**config.mk**
```make
export PLATFORM = sky130hd
export DESIGN_NAME = bcd_countdown_timer_flat
export DESIGN_NICKNAME = d
export VERILOG_FILES = /design/src/rtl/bcd_countdown_timer_if.sv /design/src/rtl/bcd_countdown_timer.sv /design/src/flat_wrapper.sv
export SDC_FILE = /design/constraint.sdc
export NUM_CORES = 1
export LEC_CHECK = 0
export BUFFER_PORTS_ARGS = -buffer_cell sky130_fd_sc_hd__buf_2
export CORE_ASPECT_RATIO = 1.75
export CORE_UTILIZATION = 35
export CTS_CLUSTER_DIAMETER = 60
export DETAILED_ROUTE_END_ITERATION = 8
export GPL_TIMING_DRIVEN = 1
export SYNTH_ARGS = -nofsm -noshare
export SYNTH_HDL_FRONTEND = slang
export SYNTH_SLANG_ARGS = --single-unit
export TNS_END_PERCENT = 100
```
**constraint.sdc**
```tcl
create_clock -name clk -period 2.59 [get_ports clk]
set_clock_uncertainty 0.2 [all_clocks]
set_input_delay 0.259 -clock clk [delete_from_list [all_inputs] [get_ports clk]]
set_output_delay 0.259 -clock clk [all_outputs]
set_load 0.05 [all_outputs]
```
**src/rtl/bcd_countdown_timer_if.sv**
```systemverilog
// rtl/bcd_countdown_timer_if.sv - control/status bundle for the BCD countdown timer
interface bcd_countdown_timer_if #(
    parameter int DIGITS = 4
);
    logic                  clear;
    logic                  load;
    logic [4*DIGITS-1:0]   load_val;
    logic                  start;
    logic                  pause;
    logic [4*DIGITS-1:0]   count;
    logic                  running;
    logic                  paused;
    logic                  done;
    logic                  done_pulse;

    modport master (
        output clear, load, load_val, start, pause,
        input  count, running, paused, done, done_pulse
    );

    modport slave (
        input  clear, load, load_val, start, pause,
        output count, running, paused, done, done_pulse
    );
endinterface

```
**src/rtl/bcd_countdown_timer.sv**
```systemverilog
// rtl/bcd_countdown_timer.sv - multi-digit BCD down-counter with prescaler and run/pause FSM
module bcd_countdown_timer #(
    parameter int DIGITS   = 4,
    parameter int TICK_DIV = 10
) (
    input  logic                 clk,
    input  logic                 rst_n,
    bcd_countdown_timer_if.slave bus
);
    localparam int CW = 4 * DIGITS;
    localparam int PW = (TICK_DIV > 1) ? $clog2(TICK_DIV) : 1;
    localparam logic [PW-1:0] PRE_LAST  = PW'(TICK_DIV - 1);
    localparam logic [CW-1:0] COUNT_ONE = CW'(1);

    localparam logic [1:0] S_IDLE   = 2'd0;
    localparam logic [1:0] S_RUN    = 2'd1;
    localparam logic [1:0] S_PAUSED = 2'd2;
    localparam logic [1:0] S_DONE   = 2'd3;

    logic [1:0]    r_state;
    logic [CW-1:0] r_count;
    logic [PW-1:0] r_pre;
    logic          r_done_pulse;

    logic [CW-1:0] w_load_sat;
    logic [CW-1:0] w_count_dec;
    logic          w_tick;
    logic          w_count_zero;
    logic          w_count_one;

    assign w_tick       = (r_state == S_RUN) && (r_pre == PRE_LAST);
    assign w_count_zero = (r_count == '0);
    assign w_count_one  = (r_count == COUNT_ONE);

    // Clamp every preset digit into the legal BCD range 0..9
    always_comb begin
        w_load_sat = '0;
        for (int d = 0; d < DIGITS; d++) begin
            if (bus.load_val[4*d +: 4] > 4'd9) begin
                w_load_sat[4*d +: 4] = 4'd9;
            end else begin
                w_load_sat[4*d +: 4] = bus.load_val[4*d +: 4];
            end
        end
    end

    // Subtract one, letting the borrow ripple through all digits in the same cycle
    always_comb begin
        logic w_borrow;
        w_borrow    = 1'b1;
        w_count_dec = '0;
        for (int d = 0; d < DIGITS; d++) begin
            if (!w_borrow) begin
                w_count_dec[4*d +: 4] = r_count[4*d +: 4];
            end else if (r_count[4*d +: 4] == 4'd0) begin
                w_count_dec[4*d +: 4] = 4'd9;
            end else begin
                w_count_dec[4*d +: 4] = r_count[4*d +: 4] - 4'd1;
                w_borrow              = 1'b0;
            end
        end
    end

    // Control FSM, prescaler and count register; clear > load > start > pause
    always_ff @(posedge clk or negedge rst_n) begin
        if (!rst_n) begin
            r_state      <= S_IDLE;
            r_count      <= '0;
            r_pre        <= '0;
            r_done_pulse <= 1'b0;
        end else begin
            r_done_pulse <= 1'b0;
            if (bus.clear) begin
                r_count <= '0;
                r_pre   <= '0;
                r_state <= S_IDLE;
            end else if (bus.load) begin
                r_count <= w_load_sat;
                r_pre   <= '0;
                r_state <= S_IDLE;
            end else begin
                case (r_state)
                    S_IDLE: begin
                        if (bus.start) begin
                            r_pre <= '0;
                            if (w_count_zero) begin
                                r_state      <= S_DONE;
                                r_done_pulse <= 1'b1;
                            end else begin
                                r_state <= S_RUN;
                            end
                        end
                    end
                    S_RUN: begin
                        // start beats pause, so only a bare pause suspends counting
                        if (bus.pause && !bus.start) begin
                            r_state <= S_PAUSED;
                        end else begin
                            r_pre <= w_tick ? '0 : r_pre + 1'b1;
                            if (w_tick) begin
                                r_count <= w_count_dec;
                                // Reaching zero stops the FSM so the count never wraps to all nines
                                if (w_count_one) begin
                                    r_state      <= S_DONE;
                                    r_done_pulse <= 1'b1;
                                end
                            end
                        end
                    end
                    S_PAUSED: begin
                        // Prescaler is left untouched so the partial tick period is honoured on resume
                        if (bus.start) begin
                            r_state <= S_RUN;
                        end
                    end
                    default: begin
                    end
                endcase
            end
        end
    end

    assign bus.count      = r_count;
    assign bus.running    = (r_state == S_RUN);
    assign bus.paused     = (r_state == S_PAUSED);
    assign bus.done       = (r_state == S_DONE);
    assign bus.done_pulse = r_done_pulse;
endmodule

```
**src/flat_wrapper.sv**
```systemverilog
// flat-port wrapper written by rule: the top's interface ports become plain ports
module bcd_countdown_timer_flat 
#(
    parameter int DIGITS   = 4,
    parameter int TICK_DIV = 10
)
  (clk, rst_n, bus_clear, bus_load, bus_load_val, bus_start, bus_pause, bus_count, bus_running, bus_paused, bus_done, bus_done_pulse);
  bcd_countdown_timer_if #(.DIGITS(DIGITS)) bus_i ();
  input  logic clk;
  input  logic rst_n;
  input wire logic [$bits(bus_i.clear)-1:0] bus_clear;
  input wire logic [$bits(bus_i.load)-1:0] bus_load;
  input wire logic [$bits(bus_i.load_val)-1:0] bus_load_val;
  input wire logic [$bits(bus_i.start)-1:0] bus_start;
  input wire logic [$bits(bus_i.pause)-1:0] bus_pause;
  output wire logic [$bits(bus_i.count)-1:0] bus_count;
  output wire logic [$bits(bus_i.running)-1:0] bus_running;
  output wire logic [$bits(bus_i.paused)-1:0] bus_paused;
  output wire logic [$bits(bus_i.done)-1:0] bus_done;
  output wire logic [$bits(bus_i.done_pulse)-1:0] bus_done_pulse;
  assign bus_i.clear = bus_clear;
  assign bus_i.load = bus_load;
  assign bus_i.load_val = bus_load_val;
  assign bus_i.start = bus_start;
  assign bus_i.pause = bus_pause;
  assign bus_count = bus_i.count;
  assign bus_running = bus_i.running;
  assign bus_paused = bus_i.paused;
  assign bus_done = bus_i.done;
  assign bus_done_pulse = bus_i.done_pulse;
  bcd_countdown_timer #(.DIGITS(DIGITS), .TICK_DIV(TICK_DIV)) u_core (.clk(clk), .rst_n(rst_n), .bus(bus_i));
endmodule
```
==> impl_metrics.py <==
metrics = {
    "setup_path": {
        "slowest_stage": "dfrtp_1",
        "critPathTopFamily": "simple AND/OR/NAND/NOR gates",
        "start_kind": "flop",
        "r2r-end": "u_core.bus.count[15]",
        "arrival_ns": 2.10,
        "r2r_start": "u_core.bus.count[0]",
        "r2r_cells": 6,
        "worstSetupPathType": "reg -> reg",
        "critical_path_required_ns": 2.56,
        "crit_buf_inv": 1,
        "critical_path.max_stage_delay_ns": 0.45,
        "crit_chain": "inv_1 > ha_1 > nor3b_4 > and3_4 > a21oi_2 > mux2_4",
        "end_kind": "flop",
        "reg2reg_setup_slack_ns": 0.45,
        "crit_fanout": 7,
    },
    "timing": {
        "setup_viol_count_final": 0,
        "rsz0062_at_grt": "false",
        "post-route-min-period_ns": 2.14,
        "clock.fmax_mhz": 468,
        "setup_tns_ns": 0,
        "hold_violations": 0,
        "timing.hold.ws_ns": 0.0302,
        "period_share": 0.825,
        "slew_headroom": 0.551,
        "worst_slew_pin_slew_ns": 0.673,
        "slew_viol_final": 0,
    },
    "drt": {
        "wl_met3_um": 120,
        "vias_per_cell": 5.74,
        "wl_met2_um": 2740,
        "wl_met1_um": 1870,
        "dr.first_iter.drc_count": 47,
        "drt-total-wl_um": 4830,
        "highest_layer": "met4",
        "drc": 4,
        "drtPass1Iterations": 6,
        "wl_per_cell_um": 16.2,
        "drtAntennaViolNets": 0,
        "vias": 1710,
    },
    "yosys": {
        "yosys-top-cells-count": "23 x dfrtp_1, 20 x inv_1, 16 x o21ai_0",
        "synth_cell_types": 62,
        "syn-cell-area_um2": 1880,
        "async_flop_share": 1.00,
        "synth_fp_nets": 236,
        "syn_inst": 202,
        "synth_seq_area_share": 0.307,
        "synth_top_area_frac": 0.307,
        "ys_ff_latch": 23,
        "avgSynthCellArea_um2": 9.28,
        "ys_top_cells_by_area": "dfrtp_1 31%, ha_1 8.0%, o21ai_0 4.3%",
        "synth_edf_count": 0,
        "yosysMostFrequentCell": "dfrtp_1",
        "synth_largest_area_cell": "dfrtp_1",
        "synth_ff_type": "dfrtp_1",
        "yosysWarnings": 0,
    },
    "run_status": {
        "status": "complete, but fails checks",
        "violations": "DRC",
    },
    "run": {
        "cap_violations": 0,
    },
    "clock_network": {
        "cts_buffers": 3,
        "htreeDepth": 1,
        "cts_root_buffer": "clkbuf_8",
        "post_cts_buffers": 0,
        "clock_latency_ns": 0.27,
        "clk_pin_slew_worst_paths_ns": 0.09,
        "clock_sinks": 23,
        "clockBufferDepth": 2,
        "cts_tree": "built",
    },
    "final_layout": {
        "nNetsFinal": 279,
        "area_growth_pct": 15.9,
        "antenna-diode-count": 0,
        "final_layout_size_suffix_gt1_frac": 0.283,
    },
    "min_path": {
        "hold_depth": 3,
        "min-delay-start": "bus_load_val[1]",
        "min_to": "u_core.bus.count[1]",
        "min_path_type": "in -> reg",
    },
    "floorplanning": {
        "core_area_um2": 5060,
        "die_area_um2": 5670,
        "die_width_um": 57.3,
        "die_y_um": 98.8,
        "ios": 42,
        "rows": 34,
        "start_util": 0.370,
    },
    "pwr": {
        "peakVddDrop_v": 0.000281,
        "sequentialPowerShare": 0.413,
        "p_sw_frac": 0.390,
        "intPower_uw": 618,
        "pwr-share-comb": 0.350,
        "clockPowerShare": 0.237,
        "p_per_area_nw_per_um2": 466,
        "p_leak_uw": 0.00103,
        "p_sw_uw": 395,
    },
    "global_route": {
        "antenna_found_initial": 0,
        "grt.total_usage": 0.182,
        "gr-total-overflow": 0,
        "first_global_vias": 1759,
        "grt_max_degree": 24,
        "grt_pass1_wl_um": 8070,
    },
    "placed_design": {
        "gp_congestion": 0.763,
        "hpwl_um": 3790,
        "io_buffer_count": 41,
    },
}
-- how the worst max path moves through the flow --
stage / start / to / slack [ns] / cells past startpoint
after floorplan: u_core.r_state[1] / u_core.bus.count[13] / 0.23 / 7
after global placement: u_core.bus.count[1] / u_core.bus.count[15] / 0.50 / 6
after detailed placement: u_core.bus.count[0] / u_core.bus.count[15] / 0.47 / 6
after CTS: u_core.bus.count[0] / u_core.bus.count[15] / 0.45 / 6
after global routing: u_core.bus.count[1] / u_core.bus.count[15] / 0.35 / 6
final: u_core.bus.count[0] / u_core.bus.count[15] / 0.45 / 6
-- stage by stage --
| step | power [uW] | area [um2] | utilization | setup WS [ns] | cells |
|---|---|---|---|---|---|
| 2_1_floorplan | 675 | 1880 | - | 0.230 | 202 |
| 3_3_place_gp | 777 | 2120 | 0.418 | 0.501 | 293 |
| 3_5_place_dp | 781 | 2120 | 0.418 | 0.468 | 293 |
| 4_1_cts | 1020 | 2170 | 0.430 | 0.454 | 298 |
| 5_1_grt | 1070 | 2170 | 0.430 | 0.347 | 298 |
| 6_report | 1010 | 2170 | 0.430 | 0.452 | 298 |
-- routing by layer --
metal / GRT usage / vias up
li1: - / 825
met1: 0.188 / 846
met2: 0.363 / 30
met3: 0.0184 / 9
met4: 0.0638 / 0
met5: 0 / -
-- worst register-to-register path, stage by stage (launching register included) --
cell and delay [ns]:
dfrtp_1 0.45, inv_1 0.08, ha_1 0.21, nor3b_4 0.39, and3_4 0.28, a21oi_2 0.08
mux2_4 0.32
-- what timing repair did --
action / in CTS / in global routing
hold endpoints to repair: 23 / 0
hold buffers: 1 / 0
gates resized for setup: 0 / 0
-- logic make-up after synthesis --
kind of cell / share of synthesized area
simple gates: 0.252
compound gates: 0.235
buf+inv: 0.0720
flops: 0.307
fa+ha+maj: 0.0801
mux: 0.0494
xor+xnor: 0.00467
-- cell usage in the layout (no fill, tap or decap), types with 6 or more instances in the layout --
| cell | instances |
|---|---|
| nor3_1 | 9 |
| o21ai_0 | 16 |
| dfrtp_1 | 23 |
| nand2b_1 | 6 |
| nor2b_1 | 6 |
| ha_1 | 12 |
| buf_2 | 41 |
| a21oi_1 | 10 |
| nand2_1 | 14 |
| nor2_1 | 7 |
| inv_1 | 20 |
-- power groups by stage --
stage	Sequential (uW)	Combinational (uW)	Clock, uW
global placement	426	351	0
floorplan	493	181	0
global route	423	385	260
finish	418	355	240
CTS	419	357	248
detailed placement	425	355	0
-- sequential cells by signal, summed over array words and instances (netlist names) --
name                   cells
u_core.r_pre               4
u_core.bus.done_pulse      1
u_core.r_state             2
u_core.bus.count          16
-- area by class of cell --
cell class	instances	area, um2
clock buffer	3	41.3
multi-input combinational	151	1160
tap	54	67.6
clock inverter	1	5.00
sequential	23	576
fill	530	2890
timing repair buffer	46	245
inverter	20	75.1
Note: power is estimated with default switching activity, not from simulation.
